[src/rtl/arith_pkg.sv]
// arith_pkg
// Shared definitions for the sequential arithmetic blocks.
// Contents:
//   op_t    : 2-bit operation codes (ADD, SUB, MUL, DIV)
//   state_t : control FSM encodings (IDLE, RUN, DONE)
//   FLAG_*  : bit positions of the cout/ovr/dz flags in a packed flag vector
package arith_pkg;

  typedef enum logic [1:0] {
    OP_ADD = 2'b00,
    OP_SUB = 2'b01,
    OP_MUL = 2'b10,
    OP_DIV = 2'b11
  } op_t;

  typedef enum logic [1:0] {
    S_IDLE = 2'b00,
    S_RUN  = 2'b01,
    S_DONE = 2'b10
  } state_t;

  localparam int FLAG_COUT = 0;
  localparam int FLAG_OVR  = 1;
  localparam int FLAG_DZ   = 2;
  localparam int FLAG_W    = 3;

endpackage

[src/rtl/seq_arith_unit_if.sv]
// seq_arith_unit_if
// Request/response bundle of the sequential arithmetic unit.
// Signals:
//   start, op[1:0], x[N-1:0], y[N-1:0]      : request side (driven by master)
//   busy, done, result[N-1:0], result_hi[N-1:0],
//   cout, ovr, dz                           : response side (driven by slave)
// Modports: master (requester), slave (arithmetic unit).
interface seq_arith_unit_if #(
  parameter int N = 8
) ();

  logic         start;
  logic [1:0]   op;
  logic [N-1:0] x;
  logic [N-1:0] y;
  logic         busy;
  logic         done;
  logic [N-1:0] result;
  logic [N-1:0] result_hi;
  logic         cout;
  logic         ovr;
  logic         dz;

  modport master (
    output start, op, x, y,
    input  busy, done, result, result_hi, cout, ovr, dz
  );

  modport slave (
    input  start, op, x, y,
    output busy, done, result, result_hi, cout, ovr, dz
  );

endinterface

[src/rtl/nbit_adder_ci.sv]
// nbit_adder_ci
// N-bit ripple-carry adder with carry-in and carry-out.
// Ports:
//   a[N-1:0], b[N-1:0] : addends
//   ci                 : carry in
//   s[N-1:0]           : sum
//   co                 : carry out of the MSB
module nbit_adder_ci #(
  parameter int N = 8
) (
  input  logic [N-1:0] a,
  input  logic [N-1:0] b,
  input  logic         ci,
  output logic [N-1:0] s,
  output logic         co
);

  logic carry;

  // One full adder per bit; the carry ripples from bit 0 upward.
  always_comb begin
    s     = '0;
    carry = ci;
    for (int i = 0; i < N; i++) begin
      s[i]  = a[i] ^ b[i] ^ carry;
      carry = (a[i] & b[i]) | (carry & (a[i] ^ b[i]));
    end
    co = carry;
  end

endmodule

[src/rtl/seq_arith_unit.sv]
// seq_arith_unit
// Multi-cycle arithmetic unit: add, subtract, unsigned shift-add multiply and
// unsigned restoring divide, all through one shared N-bit adder.
// Ports:
//   clk  : rising-edge clock
//   rst  : synchronous active-high reset, aborts any operation in flight
//   bus  : seq_arith_unit_if.slave
//          start/op/x/y sampled when start is accepted (busy=0)
//          busy high while running, done pulses one cycle with results valid
//          result/result_hi/cout/ovr/dz hold until the next operation completes
module seq_arith_unit
  import arith_pkg::*;
#(
  parameter int N = 8
) (
  input logic            clk,
  input logic            rst,
  seq_arith_unit_if.slave bus
);

  localparam int CW = $clog2(N + 1);

  state_t            state_q, state_d;
  op_t               op_q;
  logic [2*N-1:0]    acc_q, acc_d;
  logic [N-1:0]      opnd_q;
  logic [CW-1:0]     cnt_q;

  logic [N-1:0]      res_q, res_d;
  logic [N-1:0]      res_hi_q, res_hi_d;
  logic [FLAG_W-1:0] flags_q, flags_d;

  logic [N-1:0]      add_a, add_b, add_s;
  logic              add_ci, add_co;
  logic [N-1:0]      shifted_hi;
  logic              div_ge;
  logic              accept, last, div_zero;

  // A request is taken whenever no iteration is running, which also covers
  // the DONE cycle so back-to-back operations lose no cycle.
  assign accept   = bus.start && (state_q != S_RUN);
  assign div_zero = (op_q == OP_DIV) && (opnd_q == '0);
  assign last     = (state_q == S_RUN) &&
                    ((op_q == OP_ADD) || (op_q == OP_SUB) || div_zero ||
                     (cnt_q == CW'(N - 1)));

  // For divide the partial remainder is shifted left by one before the trial
  // subtract; the bit shifted out of the top is folded into the compare.
  assign shifted_hi = acc_q[2*N-2:N-1];

  always_ff @(posedge clk) begin
    if (rst) state_q <= S_IDLE;
    else     state_q <= state_d;
  end

  always_comb begin
    state_d = state_q;
    case (state_q)
      S_IDLE:  if (accept) state_d = S_RUN;
      S_RUN:   if (last)   state_d = S_DONE;
      S_DONE:  state_d = accept ? S_RUN : S_IDLE;
      default: state_d = S_IDLE;
    endcase
  end

  // Adder operand selection. The accumulator's low half holds x for ADD/SUB,
  // the multiplier for MUL and the dividend/quotient for DIV.
  always_comb begin
    add_a  = acc_q[N-1:0];
    add_b  = opnd_q;
    add_ci = 1'b0;
    case (op_q)
      OP_SUB: begin
        add_b  = ~opnd_q;
        add_ci = 1'b1;
      end
      OP_MUL: begin
        add_a = acc_q[2*N-1:N];
        add_b = acc_q[0] ? opnd_q : '0;
      end
      OP_DIV: begin
        add_a  = shifted_hi;
        add_b  = ~opnd_q;
        add_ci = 1'b1;
      end
      default: ;
    endcase
  end

  nbit_adder_ci #(.N(N)) u_adder (
    .a  (add_a),
    .b  (add_b),
    .ci (add_ci),
    .s  (add_s),
    .co (add_co)
  );

  // Next accumulator value and the result/flags that would be committed if
  // this is the final iteration.
  always_comb begin
    acc_d    = acc_q;
    div_ge   = acc_q[2*N-1] | add_co;
    res_d    = add_s;
    res_hi_d = '0;
    flags_d  = '0;
    case (op_q)
      OP_ADD, OP_SUB: begin
        flags_d[FLAG_COUT] = add_co;
        flags_d[FLAG_OVR]  = (add_a[N-1] == add_b[N-1]) && (add_s[N-1] != add_a[N-1]);
      end
      OP_MUL: begin
        acc_d              = {add_co, add_s, acc_q[N-1:1]};
        res_d              = acc_d[N-1:0];
        res_hi_d           = acc_d[2*N-1:N];
        flags_d[FLAG_COUT] = |acc_d[2*N-1:N];
      end
      OP_DIV: begin
        if (div_ge) acc_d = {add_s, acc_q[N-2:0], 1'b1};
        else        acc_d = {shifted_hi, acc_q[N-2:0], 1'b0};
        if (div_zero) begin
          res_d            = '1;
          res_hi_d         = acc_q[N-1:0];
          flags_d[FLAG_DZ] = 1'b1;
        end else begin
          res_d    = acc_d[N-1:0];
          res_hi_d = acc_d[2*N-1:N];
        end
      end
      default: ;
    endcase
  end

  // Working registers load on accept and step once per RUN cycle; the visible
  // outputs only change on the final iteration.
  always_ff @(posedge clk) begin
    if (rst) begin
      op_q     <= OP_ADD;
      acc_q    <= '0;
      opnd_q   <= '0;
      cnt_q    <= '0;
      res_q    <= '0;
      res_hi_q <= '0;
      flags_q  <= '0;
    end else if (accept) begin
      op_q   <= op_t'(bus.op);
      acc_q  <= {{N{1'b0}}, bus.x};
      opnd_q <= bus.y;
      cnt_q  <= '0;
    end else if (state_q == S_RUN) begin
      acc_q <= acc_d;
      cnt_q <= cnt_q + CW'(1);
      if (last) begin
        res_q    <= res_d;
        res_hi_q <= res_hi_d;
        flags_q  <= flags_d;
      end
    end
  end

  assign bus.busy      = (state_q == S_RUN);
  assign bus.done      = (state_q == S_DONE);
  assign bus.result    = res_q;
  assign bus.result_hi = res_hi_q;
  assign bus.cout      = flags_q[FLAG_COUT];
  assign bus.ovr       = flags_q[FLAG_OVR];
  assign bus.dz        = flags_q[FLAG_DZ];

endmodule
[src/flat_wrapper.sv]
// flat-port wrapper written by rule: the top's interface ports become plain ports
module seq_arith_unit_flat import arith_pkg::*;
#(
  parameter int N = 8
)
  (clk, rst, bus_start, bus_op, bus_x, bus_y, bus_busy, bus_done, bus_result, bus_result_hi, bus_cout, bus_ovr, bus_dz);
  seq_arith_unit_if #(.N(N)) bus_i ();
  input logic clk;
  input logic rst;
  input wire logic [$bits(bus_i.start)-1:0] bus_start;
  input wire logic [$bits(bus_i.op)-1:0] bus_op;
  input wire logic [$bits(bus_i.x)-1:0] bus_x;
  input wire logic [$bits(bus_i.y)-1:0] bus_y;
  output wire logic [$bits(bus_i.busy)-1:0] bus_busy;
  output wire logic [$bits(bus_i.done)-1:0] bus_done;
  output wire logic [$bits(bus_i.result)-1:0] bus_result;
  output wire logic [$bits(bus_i.result_hi)-1:0] bus_result_hi;
  output wire logic [$bits(bus_i.cout)-1:0] bus_cout;
  output wire logic [$bits(bus_i.ovr)-1:0] bus_ovr;
  output wire logic [$bits(bus_i.dz)-1:0] bus_dz;
  assign bus_i.start = bus_start;
  assign bus_i.op = bus_op;
  assign bus_i.x = bus_x;
  assign bus_i.y = bus_y;
  assign bus_busy = bus_i.busy;
  assign bus_done = bus_i.done;
  assign bus_result = bus_i.result;
  assign bus_result_hi = bus_i.result_hi;
  assign bus_cout = bus_i.cout;
  assign bus_ovr = bus_i.ovr;
  assign bus_dz = bus_i.dz;
  seq_arith_unit #(.N(N)) u_core (.clk(clk), .rst(rst), .bus(bus_i));
endmodule
[config.mk]
export PLATFORM = sky130hd
export DESIGN_NAME = seq_arith_unit_flat
export DESIGN_NICKNAME = d
export VERILOG_FILES = /design/src/rtl/arith_pkg.sv /design/src/rtl/seq_arith_unit_if.sv /design/src/rtl/nbit_adder_ci.sv /design/src/rtl/seq_arith_unit.sv /design/src/flat_wrapper.sv
export SDC_FILE = /design/constraint.sdc
export NUM_CORES = 1
export LEC_CHECK = 0
export BUFFER_PORTS_ARGS = -buffer_cell sky130_fd_sc_hd__clkbuf_2
export CORE_MARGIN = 2
export CORE_UTILIZATION = 52
export DETAILED_ROUTE_END_ITERATION = 12
export PLACE_DENSITY = 0.76
export SYNTH_ARGS = -nofsm -noshare
export SYNTH_HDL_FRONTEND = slang
export SYNTH_SLANG_ARGS = --single-unit
[constraint.sdc]
create_clock -name clk -period 4.88 [get_ports clk]
set_clock_uncertainty 0.2 [all_clocks]
set_input_delay 0.732 -clock clk [delete_from_list [all_inputs] [get_ports clk]]
set_output_delay 0.732 -clock clk [all_outputs]
set_load 0.005 [all_outputs]
After elaboration in Yosys (flattened, before gate mapping)
Index checks and enable logic that the tools add are counted.
{ "totals": {"ff_bits": 51, "input_bits": 21, "output_inout_bits": 21, "word_cells": 105} }
{ "op_classes": {"mux": 20, "eq_ne": 11, "n_bitwise": 43, "add_sub_neg": 1, "reduce_logical": 21} }
{ "ops": {"columns": ["op", "n"], "rows": [
  ["$pmux W8 S2", 4],
  ["$mux W8", 5],
  ["$pmux W16 S2", 1],
  ["$and A1 B1 Y1", 16],
  ["$mux W16", 1],
  ["$xor A1 B1 Y1", 16],
  ["$or A1 B1 Y1", 9],
  ["$logic_not A8 Y1", 1],
  ["$not A8 Y8", 1],
  ["$reduce_or A8 Y1", 1],
  ["$eq A2 B2 Y1 const B", 3],
  ["$ne A2 B1 Y1 const B", 3],
  ["$pmux W2 S3", 1],
  ["$reduce_and A2 Y1", 3],
  ["$reduce_or A2 Y1", 3],
  ["$mux W1", 5],
  ["$add A4 B1 Y4 const B", 1],
  ["$eq A2 B1 Y1 const B", 2],
  ["$eq A4 B3 Y1 const B", 1],
  ["$logic_and A1 B1 Y1", 4],
  ["$logic_not A2 Y1", 2],
  ["$mux W2", 2],
  ["$reduce_bool A2 Y1", 2],
  ["$logic_or A1 B1 Y1", 3],
  ["6 further kinds", 6]
]} }

Logic depth before layout (Yosys ltp)
Gate-level depths: netlist of the first run.
{ "depth": {"word_depth": 25, "ltp_mapped": 20, "mapped_depth_nobuf": 18} }

Cells and area by module
Synthesis of the first run repeated with hierarchy kept, for this count alone.
{ "unflattened": {"hier_cells": 378, "area_unflattened_um2": 3086.7} }
{ "modules_own_cells": {"columns": ["mod", "instances", "cells_each", "area_each_um2"], "rows": [
  ["seq_arith_unit", 1, 360, 2889.0],
  ["nbit_adder_ci", 1, 18, 197.7]
]} }

Worst setup path after synthesis of the first run
No wires, ideal clock.
{ "synth_path": {"kind": "reg2reg", "startpoint": "register u_core.op_q[0]", "endpoint": "register u_core.res_hi_q[1], in the netlist u_core.bus.result_hi[1]", "arrival_time_ns": 4.899, "path_buffers": 4, "slack_ns": -0.340, "path_stages_with_launch": 21, "path_cell_list": "dfxtp_1 -> buf_2 -> buf_2 -> buf_2 -> mux2i_1 -> a21oi_1 -> fa_1 -> fa_1 -> fa_1 -> fa_1 -> fa_1 -> fa_1 -> inv_1 -> fa_1 -> fa_1 -> nand2b_1 -> buf_4 -> mux2_2 -> o21ai_0 -> a211oi_1 -> a221o_1"} }
{ "synth_via": {"elab_chain_len": 24} }
{ "synth_lines": {"columns": ["item", "line", "rtl"], "rows": [
  ["start: declaration", "seq_arith_unit.sv:24", "op_t op_q;"],
  ["start signal: assignment", "seq_arith_unit.sv:145", "op_q <= op_t'(bus.op);"],
  ["$eq A2 B1 Y1 / $eq A2 B2 Y1 (equally long branches)", null, null],
  ["$reduce_or A2 Y1 (no source line)", null, null],
  ["$pmux W8 S2", "seq_arith_unit.sv:72", "case (op_q)"],
  ["$xor A1 B1 Y1", "nbit_adder_ci.sv:26", "carry = (a[i] & b[i]) | (carry & (a[i] ^ b[i]));"],
  ["$and A1 B1 Y1", "nbit_adder_ci.sv:26", null],
  ["$or A1 B1 Y1", "nbit_adder_ci.sv:26", null],
  ["$and A1 B1 Y1", "nbit_adder_ci.sv:26", null],
  ["$or A1 B1 Y1", "nbit_adder_ci.sv:26", null],
  ["[... 8 more ...]", null, null],
  ["$and A1 B1 Y1", "nbit_adder_ci.sv:26", null],
  ["$or A1 B1 Y1", "nbit_adder_ci.sv:26", null],
  ["$and A1 B1 Y1", "nbit_adder_ci.sv:26", null],
  ["$or A1 B1 Y1", "nbit_adder_ci.sv:26", null],
  ["$or A1 B1 Y1", "seq_arith_unit.sv:102", "div_ge = acc_q[2*N-1] | add_co;"],
  ["$mux W16", "seq_arith_unit.sv:118", "if (div_ge) acc_d = {add_s, acc_q[N-2:0], 1'b1};"],
  ["$mux W8", "seq_arith_unit.sv:120", "if (div_zero) begin"],
  ["$pmux W8 S2", "seq_arith_unit.sv:106", "case (op_q)"],
  ["end signal: assignment", "seq_arith_unit.sv:154", "res_hi_q <= res_hi_d;"],
  ["end: declaration", "seq_arith_unit.sv:30", "logic [N-1:0] res_hi_q, res_hi_d;"]
]} }
Parallel ways exist; a longest one is shown, timed or not.
A chain may end at the register's enable or synchronous reset.

Worst setup path in the final report of the first run
{ "layout_path": {"startpoint": "register u_core.acc_q[0]", "endpoint": "register u_core.res_hi_q[2], in the netlist u_core.bus.result_hi[2]"} }
{ "layout_via": {"elab_chain_len": 23} }
{ "layout_lines": {"columns": ["item", "line", "rtl"], "rows": [
  ["start: declaration", "seq_arith_unit.sv:25", "logic [2*N-1:0] acc_q, acc_d;"],
  ["start signal: assignment", "seq_arith_unit.sv:146", "acc_q <= {{N{1'b0}}, bus.x};"],
  ["$mux W8", "seq_arith_unit.sv:79", "add_b = acc_q[0] ? opnd_q : '0;"],
  ["$pmux W8 S2", "seq_arith_unit.sv:72", null],
  ["$xor A1 B1 Y1", "nbit_adder_ci.sv:26", null],
  ["$and A1 B1 Y1", "nbit_adder_ci.sv:26", null],
  ["$or A1 B1 Y1", "nbit_adder_ci.sv:26", null],
  ["$and A1 B1 Y1", "nbit_adder_ci.sv:26", null],
  ["$or A1 B1 Y1", "nbit_adder_ci.sv:26", null],
  ["$and A1 B1 Y1", "nbit_adder_ci.sv:26", null],
  ["[... 7 more ...]", null, null],
  ["$and A1 B1 Y1", "nbit_adder_ci.sv:26", null],
  ["$or A1 B1 Y1", "nbit_adder_ci.sv:26", null],
  ["$and A1 B1 Y1", "nbit_adder_ci.sv:26", null],
  ["$or A1 B1 Y1", "nbit_adder_ci.sv:26", null],
  ["$or A1 B1 Y1", "seq_arith_unit.sv:102", null],
  ["$mux W16", "seq_arith_unit.sv:118", null],
  ["$mux W8", "seq_arith_unit.sv:120", null],
  ["$pmux W8 S2 *", "seq_arith_unit.sv:106", null]
]} }
Mark *: on every way between the ends. The rest lies on a longest branch, timed or not.

==> reports/metrics.csv, run 1 <==
stage;metric;value;unit
outcome;outcome;completed;
critical_path;Crit path required time;4.88;ns
hold_path;worst min path class;register to register;
sta;Setup Viol. Count Final;0;
power_and_ir_drop;pwr/cell area;304;nW/µm²
critical_path;worst-path fanout max;5;
grt;initial antenna violation count;0;
placement;routability cong.;1.04;
grt;vias in the first global route;2757;
route;drt pass-1 iters;7;
logic_synthesis;synthesized flop and latch total;51;
logic_synthesis;count of cell types in the netlist;50;
critical_path;crit-path leading delay family;adder cells;
clock_tree;# H-tree levels;2;
floorplan;die width;80.3;µm
route;DRC Markers;0;
floorplan;Initial Utilization;54.4;%
sta;Max Transition Viols Final;0;
sta;total negative slack;0;ns
logic_synthesis;Synthesized Nets;423;
logic_synthesis;syn_area_per_cell;7.73;µm²
route;initial DRC count;472;
layout;final std cells w/o fill;490;
logic_synthesis;Post-Synthesis Cells;392;
job;Max Cap Viol;0;
route;Post-DRT Antenna Nets;0;
route;Via Count;3008;
sta;fmax;0.210;GHz
clock_tree;Max Root-Sink Buffers;2;
floorplan;Ports;42;
sta;Final min period;4.76;ns
grt;first-pass GRT wire length;13900;µm
logic_synthesis;Yosys warning total;0;
clock_tree;CTS tree;built;
route;routed length per instance;17.6;µm
logic_synthesis;post-synthesis cell area;3030;µm²
power_and_ir_drop;Max rail drop VDD;168;µV
logic_synthesis;Seq/Total Area, Yosys;33.7;%
clock_tree;worst skew pair latency;0.31;ns
clock_tree;Reg clk slew, reported paths;0.09;ns
placement;DP Cell Count;482;
logic_synthesis;asr flop ratio synth;0;%
critical_path;crit path kind;register to register;
floorplan;core footprint;5570;µm²
clock_tree;Sink Count;51;
critical_path;buffers and inverters on the worst path;2;
floorplan;Die Height;80.3;µm
clock_tree;CTS Buf Count;5;
logic_synthesis;Synth Flop Type;dfxtp_1;
grt;GRT overflow;0;
layout;Ant. Diodes;0;
sta;Rel. slew slack;43.9;%
critical_path;Critical Path AT;4.76;ns
critical_path;largest stage delay on the critical path;0.42;ns
floorplan;die area;6450;µm²
layout;P&R area growth vs syn;11.8;%
power_and_ir_drop;static leakage;1.28;nW
critical_path;CP Capture Type;register;
layout;share of cells above drive strength 1;19.4;%
sta;Worst Tran Pin Value;0.841;ns
placement;Final HPWL DP;5980;µm
critical_path;Crit path top cell by count;fa_2;
sta;Final Hold Fails;0;
route;drt via density;6.14;
sta;Tcrit/Tclk final;97.5;%
sta;RSZ-0062 raised after global routing;no;
critical_path;CP max stage cell;fa_1;
critical_path;startpoint class of the critical path;register;
critical_path;crit-path cells;inv_2, a21oi_1, nand2_1, o21ai_0, fa_1, fa_2, fa_2, fa_2, fa_2, fa_1, inv_1, fa_2, fa_2, nand2b_4, mux2_2, a41o_1, o211a_1, a221o_1;
grt;pin count of the biggest net entering global routing;44;
route;Post-Route WL;8630;µm
layout;nets@finish;449;
clock_tree;Post-CTS Hold Buffers;0;
logic_synthesis;EDFF count, synth;0;
clock_tree;clk root buf;clkbuf_8;
placement;port buffer count;41;
floorplan;row cnt;27;
grt;Total GRT Usage;28.1;%
[metrics by stage]
step	util [%]	hold WS [ns]	power, mW	cell area, µm²	worst slack (ns)
detailed placement	58.3	0.248	0.732	3250	0.0276
CTS	60.1	0.261	1.02	3350	0.00701
finish	60.8	0.262	1.03	3390	0.120
floorplan	-	0.248	0.655	3060	0.00462
global route	60.8	0.285	1.08	3390	0.0203
global placement	58.3	0.243	0.730	3250	0.125
[timing repair]
item | 4_1_cts | 5_1_grt
endpoints found under the hold margin | 0 | 0
buffers inserted | 0 | 1
resized for setup | 0 | 7
endpoints found under the setup margin | 0 | 10
[power breakdown]
part	internal [mW]	leakage [nW]	switching, mW	total, mW
Sequential	0.437	0.417	0.0218	0.459
Clock	0.151	0.0513	0.140	0.290
Combinational	0.106	0.814	0.174	0.280
Total	0.693	1.28	0.336	1.03
[cell usage after synthesis (2+ instances only)]
master / n / area [µm²]
buf_6: 2 / 22.5
o211ai_1: 15 / 113
mux2i_1: 10 / 100
nor2b_1: 2 / 12.5
buf_2: 11 / 55.1
clkbuf_1: 16 / 60.1
inv_1: 9 / 33.8
fa_1: 8 / 160
xor2_1: 2 / 17.5
o21ai_0: 12 / 60.1
a21oi_1: 58 / 290
xnor2_1: 2 / 17.5
and2_1: 4 / 25.0
nand3_1: 7 / 35.0
nor4_2: 2 / 25.0
o31ai_1: 2 / 15.0
nor3_1: 4 / 20.0
o221ai_1: 6 / 52.6
nor4_1: 3 / 18.8
nor3b_1: 3 / 22.5
nand2_1: 77 / 289
or3_1: 2 / 12.5
nor2_1: 41 / 154
a221o_1: 2 / 20.0
a211oi_1: 6 / 45.0
ha_1: 2 / 25.0
dfxtp_1: 51 / 1020
nand4_1: 2 / 12.5
nand2b_1: 5 / 31.3
mux2_2: 6 / 67.6
[worst reg2reg max path, stage by stage, from the launching register on]
cell and delay, ns:
dfxtp_1 0.36, inv_2 0.08, a21oi_1 0.08, nand2_1 0.07, o21ai_0 0.12, fa_1 0.42, fa_2 0.36, fa_2 0.36
fa_2 0.35, fa_2 0.35, fa_1 0.36, inv_1 0.09, fa_2 0.21, fa_2 0.26, nand2b_4 0.09, mux2_2 0.29
a41o_1 0.24, o211a_1 0.11, a221o_1 0.25
[placed cells by master, fill, tap and decap left out, types with 2 or more instances in the layout]
master	count
nand2_1	77
a21oi_1	57
dfxtp_1	49
nor2_1	41
clkbuf_2	41
o211ai_1	15
o21ai_0	12
mux2i_1	10
buf_4	9
inv_1	8
nand3_1	7
o221ai_1	6
mux2_2	6
a211oi_1	6
fa_2	6
clkbuf_8	5
nand2b_1	4
and2_1	4
nor3_1	4
nor4_1	3
nor2b_1	2
nor4_2	2
nor3b_1	2
nand4_1	2
xor2_1	2
xnor2_1	2
o31ai_1	2
or3_1	2
a221o_1	2
fa_1	2
ha_1	2
dfxtp_2	2
[final timing paths]
| path | from | endpoint | slack, ns | cells past startpoint |
|---|---|---|---|---|
| worst min-delay path | u_core.bus.result[4] | u_core.bus.result[4] | 0.26 | 2 |
| worst max-delay path | u_core.acc_q[0] | u_core.bus.result_hi[2] | 0.12 | 18 |
| worst min register to register | u_core.bus.result[4] | u_core.bus.result[4] | 0.26 | 2 |
| worst max register to register | u_core.acc_q[0] | u_core.bus.result_hi[2] | 0.12 | 18 |
[sequential cells by signal, indices dropped and copies added, names as in the netlist]
name and count:
u_core.acc_q 16, u_core.bus.result 8, u_core.bus.result_hi 8, u_core.opnd_q 8
u_core.cnt_q 4, u_core.flags_q 3, u_core.op_q 2, u_core.state_q 2
[per-layer routing]
layer	GRT usage, %	vias up	part of all wire (%)
li1	-	1416	-
met1	38.2	1387	42
met2	43.3	170	45
met3	5.73	35	9.7
met4	11.7	0	3.5
met5	0	-	0
[final cells by class]
class / count / area (µm²)
multi-input cells: 301 / 1870
repair buffers: 50 / 273
clock inverters: 1 / 30.0
clock buffers: 6 / 72.6
inverters: 9 / 33.8
fillers: 553 / 2190
well taps: 72 / 90.1
flip-flops and latches: 51 / 1020
[cells by family after synthesis]
group / after synthesis / share of synthesized area [%]
compound gates: 115 / 24.7
xor+xnor: 4 / 1.16
fa+ha+maj: 10 / 6.11
buf+inv: 40 / 6.15
flops: 51 / 33.7
mux: 16 / 5.53
simple gates: 156 / 22.6
No activity file was read; power rests on OpenSTA's default activity.
==> run 2, diff against run 1 <==
Settings changed: GPL_TIMING_DRIVEN from default to 0.
==> run 2 against run 1 <==
Compared with the run above:
- the flow now finishes with violations (setup timing)
- utilization rose by 5.7 points
- first-iteration DRC count is 5.1% lower
- wire length grew 11%
- critical path depth grew 1
- critical path type unchanged
==> reports/metrics.csv, run 2 (synthesized netlist as in run 1, its figures left out) <==
stage;metric;value;unit;change
sta;RSZ-0062 raised after global routing;yes;;
critical_path;crit-path leading delay family;adder cells;;
layout;P&R area growth vs syn;22.4;%;
layout;max reg flops;16;;unchanged
placement;routability cong.;0.982;;-5.1%
clock_tree;Max Root-Sink Buffers;2;;unchanged
floorplan;Die Height;80.3;µm;unchanged
clock_tree;clk root buf;clkbuf_8;;
route;drt via density;6.08;;-0.98%
clock_tree;Sink Count;51;;unchanged
floorplan;die area;6450;µm²;unchanged
route;DRC Markers;0;;unchanged
placement;port buffer count;41;;unchanged
grt;pin count of the biggest net entering global routing;16;;-64%
grt;GRT overflow;0;;unchanged
clock_tree;# H-tree levels;2;;unchanged
critical_path;CP endpoint;u_core.bus.result_hi[4];;
critical_path;worst-path fanout max;5;;unchanged
clock_tree;Reg clk slew, reported paths;0.10;ns;about the same
route;routed length per instance;18.4;µm;+4.5%
power_and_ir_drop;pwr/cell area;279;nW/µm²;-8.3%
route;Post-DRT Antenna Nets;0;;unchanged
critical_path;crit path kind;register to register;;
outcome;outcome;finished, violations left;;
power_and_ir_drop;Max rail drop VDD;216;µV;+29%
job;Max Cap Viol;0;;unchanged
critical_path;largest stage delay on the critical path;0.40;ns;-0.02 ns
floorplan;die width;80.3;µm;unchanged
outcome;failing checks;setup timing;;
critical_path;buffers and inverters on the worst path;4;;+2
sta;fmax;0.205;GHz;-2.6%
floorplan;row cnt;27;;unchanged
critical_path;crit-path cells;buf_8, buf_8, mux2i_2, a21oi_2, fa_2, fa_2, fa_2, fa_2, fa_2, fa_2, inv_2, fa_2, fa_2, nand2b_4, buf_6, mux2_4, nor2_2, or3_4, a211oi_2;;
sta;Final min period;4.89;ns;+0.129 ns
critical_path;Critical Path AT;4.91;ns;+0.15 ns
sta;Final Hold Fails;0;;unchanged
sta;post-route setup slack;-0.00820;ns;-0.129 ns
layout;Ant. Diodes;0;;unchanged
critical_path;crit path from;u_core.op_q[0];;
critical_path;worst reg2reg path depth;19;;+1
clock_tree;CTS tree;built;;
critical_path;r2r endpoint;u_core.bus.result_hi[4];;
floorplan;Ports;42;;unchanged
layout;largest reg by FF count;u_core.acc_q;;
clock_tree;CTS Buf Count;5;;unchanged
layout;share of cells above drive strength 1;26.4;%;+7.1 points
layout;multi-input logic area;1960;µm²;+4.8%
sta;Setup Viol. Count Final;2;;+2
layout;fill cell count;506;;-8.5%
grt;initial antenna violation count;0;;unchanged
sta;Max Transition Viols Final;0;;unchanged
grt;Total GRT Usage;30.7;%;+2.6 points
critical_path;Crit. path cell count;19;;+1
sta;Worst Tran Pin Value;0.656;ns;-0.185 ns
route;drt pass-1 iters;6;;-1
power_and_ir_drop;total power;1.03;mW;+0.34%
critical_path;CP max stage cell;fa_2;;
critical_path;CP Capture Type;register;;
layout;most frequent cells in the layout;nand2_1 (77), a21oi_1 (55), dfxtp_1 (49), clkbuf_2 (42), nor2_1 (38);;
critical_path;Crit path required time;4.90;ns;+0.02 ns
layout;register area;1030;µm²;+0.49%
power_and_ir_drop;static leakage;1.42;nW;+11%
layout;leading cell type in the layout, fill and taps excluded;nand2_1;;
sta;Rel. slew slack;56.3;%;+12 points
route;initial DRC count;448;;-5.1%
critical_path;Crit path top cell by count;fa_2;;
critical_path;startpoint class of the critical path;register;;
clock_tree;Post-CTS Hold Buffers;0;;unchanged
clock_tree;worst skew pair latency;0.30;ns;about the same
route;Post-Route WL;9620;µm;+11%
floorplan;core footprint;5570;µm²;unchanged
critical_path;r2r startpoint;u_core.op_q[0];;
sta;Tcrit/Tclk final;100;%;+2.6 points
hold_path;hold depth;2;;unchanged
floorplan;Initial Utilization;54.4;%;unchanged
placement;Final HPWL DP;6780;µm;+13%
hold_path;worst min path class;register to register;;
sta;hold slack;0.258;ns;-0.00462 ns
grt;first-pass GRT wire length;15100;µm;+8.8%
grt;vias in the first global route;2921;;+5.9%
route;Via Count;3173;;+5.5%
layout;nets@finish;480;;+6.9%
critical_path;reg2reg setup slack;-0.008;ns;-0.13 ns
[run 2: cell types whose count changed in the layout (fill, tap and decap cells not counted), sizes merged]
cell,change
clkbuf,+16
buf,+15
clkinv,+1
bufinv,-1
clkinvlp,+1
[run 2: stage by stage]
| stage | utilization [%] | area [µm²] | cells | setup TNS, ns | setup WS [ns] |
|---|---|---|---|---|---|
| 2_1_floorplan | - | 3060 | 392 | 0 | 0.00462 |
| 3_3_place_gp | 60.3 | 3360 | 505 | -4.80 | -0.436 |
| 3_5_place_dp | 60.3 | 3360 | 505 | -4.52 | -0.444 |
| 4_1_cts | 65.0 | 3620 | 520 | -0.0210 | -0.0209 |
| 5_1_grt | 66.5 | 3710 | 522 | -1.12 | -0.238 |
| 6_report | 66.5 | 3710 | 522 | -0.0127 | -0.00820 |
[run 2: where the power goes]
group / switching [mW] / total (mW) / internal, mW / leakage [nW]
Clock: 0.144 / 0.245 / 0.101 / 0.0412
Sequential: 0.0252 / 0.462 / 0.437 / 0.417
Combinational: 0.193 / 0.326 / 0.133 / 0.964
Total: 0.362 / 1.03 / 0.671 / 1.42
[run 2: timing repair]
item                       in CTS  in global routing
setup endpoints to repair      20                 14
gates resized for setup        33                 20
pin swaps                       3                  8
setup buffers                   7                  4
[run 2: worst min-delay path, cell delays in order, from the launching register on]
cell and delay (ns):
dfxtp_1 0.32, nand2_1 0.05, a21oi_1 0.05
[run 2: how the worst min path moves through the flow]
| stage | startpoint | end | slack, ns |
|---|---|---|---|
| finish | u_core.bus.result[5] | u_core.bus.result[5] | 0.26 |
| global route | u_core.flags_q[0] | u_core.flags_q[0] | 0.27 |
| CTS | u_core.bus.result[5] | u_core.bus.result[5] | 0.26 |
| detailed placement | u_core.bus.result[5] | u_core.bus.result[5] | 0.25 |
| global placement | u_core.flags_q[0] | u_core.flags_q[0] | 0.24 |
| floorplan | u_core.flags_q[0] | u_core.flags_q[0] | 0.25 |
[run 2: layout make-up]
| type | instances | area share [%] |
|---|---|---|
| clock buffer | 6 | 1.96 |
| clock inverter | 2 | 0.337 |
| timing repair buffer | 52 | 7.96 |
| sequential | 51 | 27.7 |
| multi-input combinational | 301 | 52.7 |
| inverter | 9 | 0.911 |
| buffer | 29 | 5.94 |
| tap | 72 | 2.43 |
[run 2: per-layer routing]
layer / global-route usage, % / vias up / routed length (µm)
li1: - / 1484 / -
met1: 42.6 / 1486 / 4070
met2: 48.1 / 172 / 4360
met3: 6.29 / 31 / 851
met4: 9.15 / 0 / 329
met5: 0 / - / 0
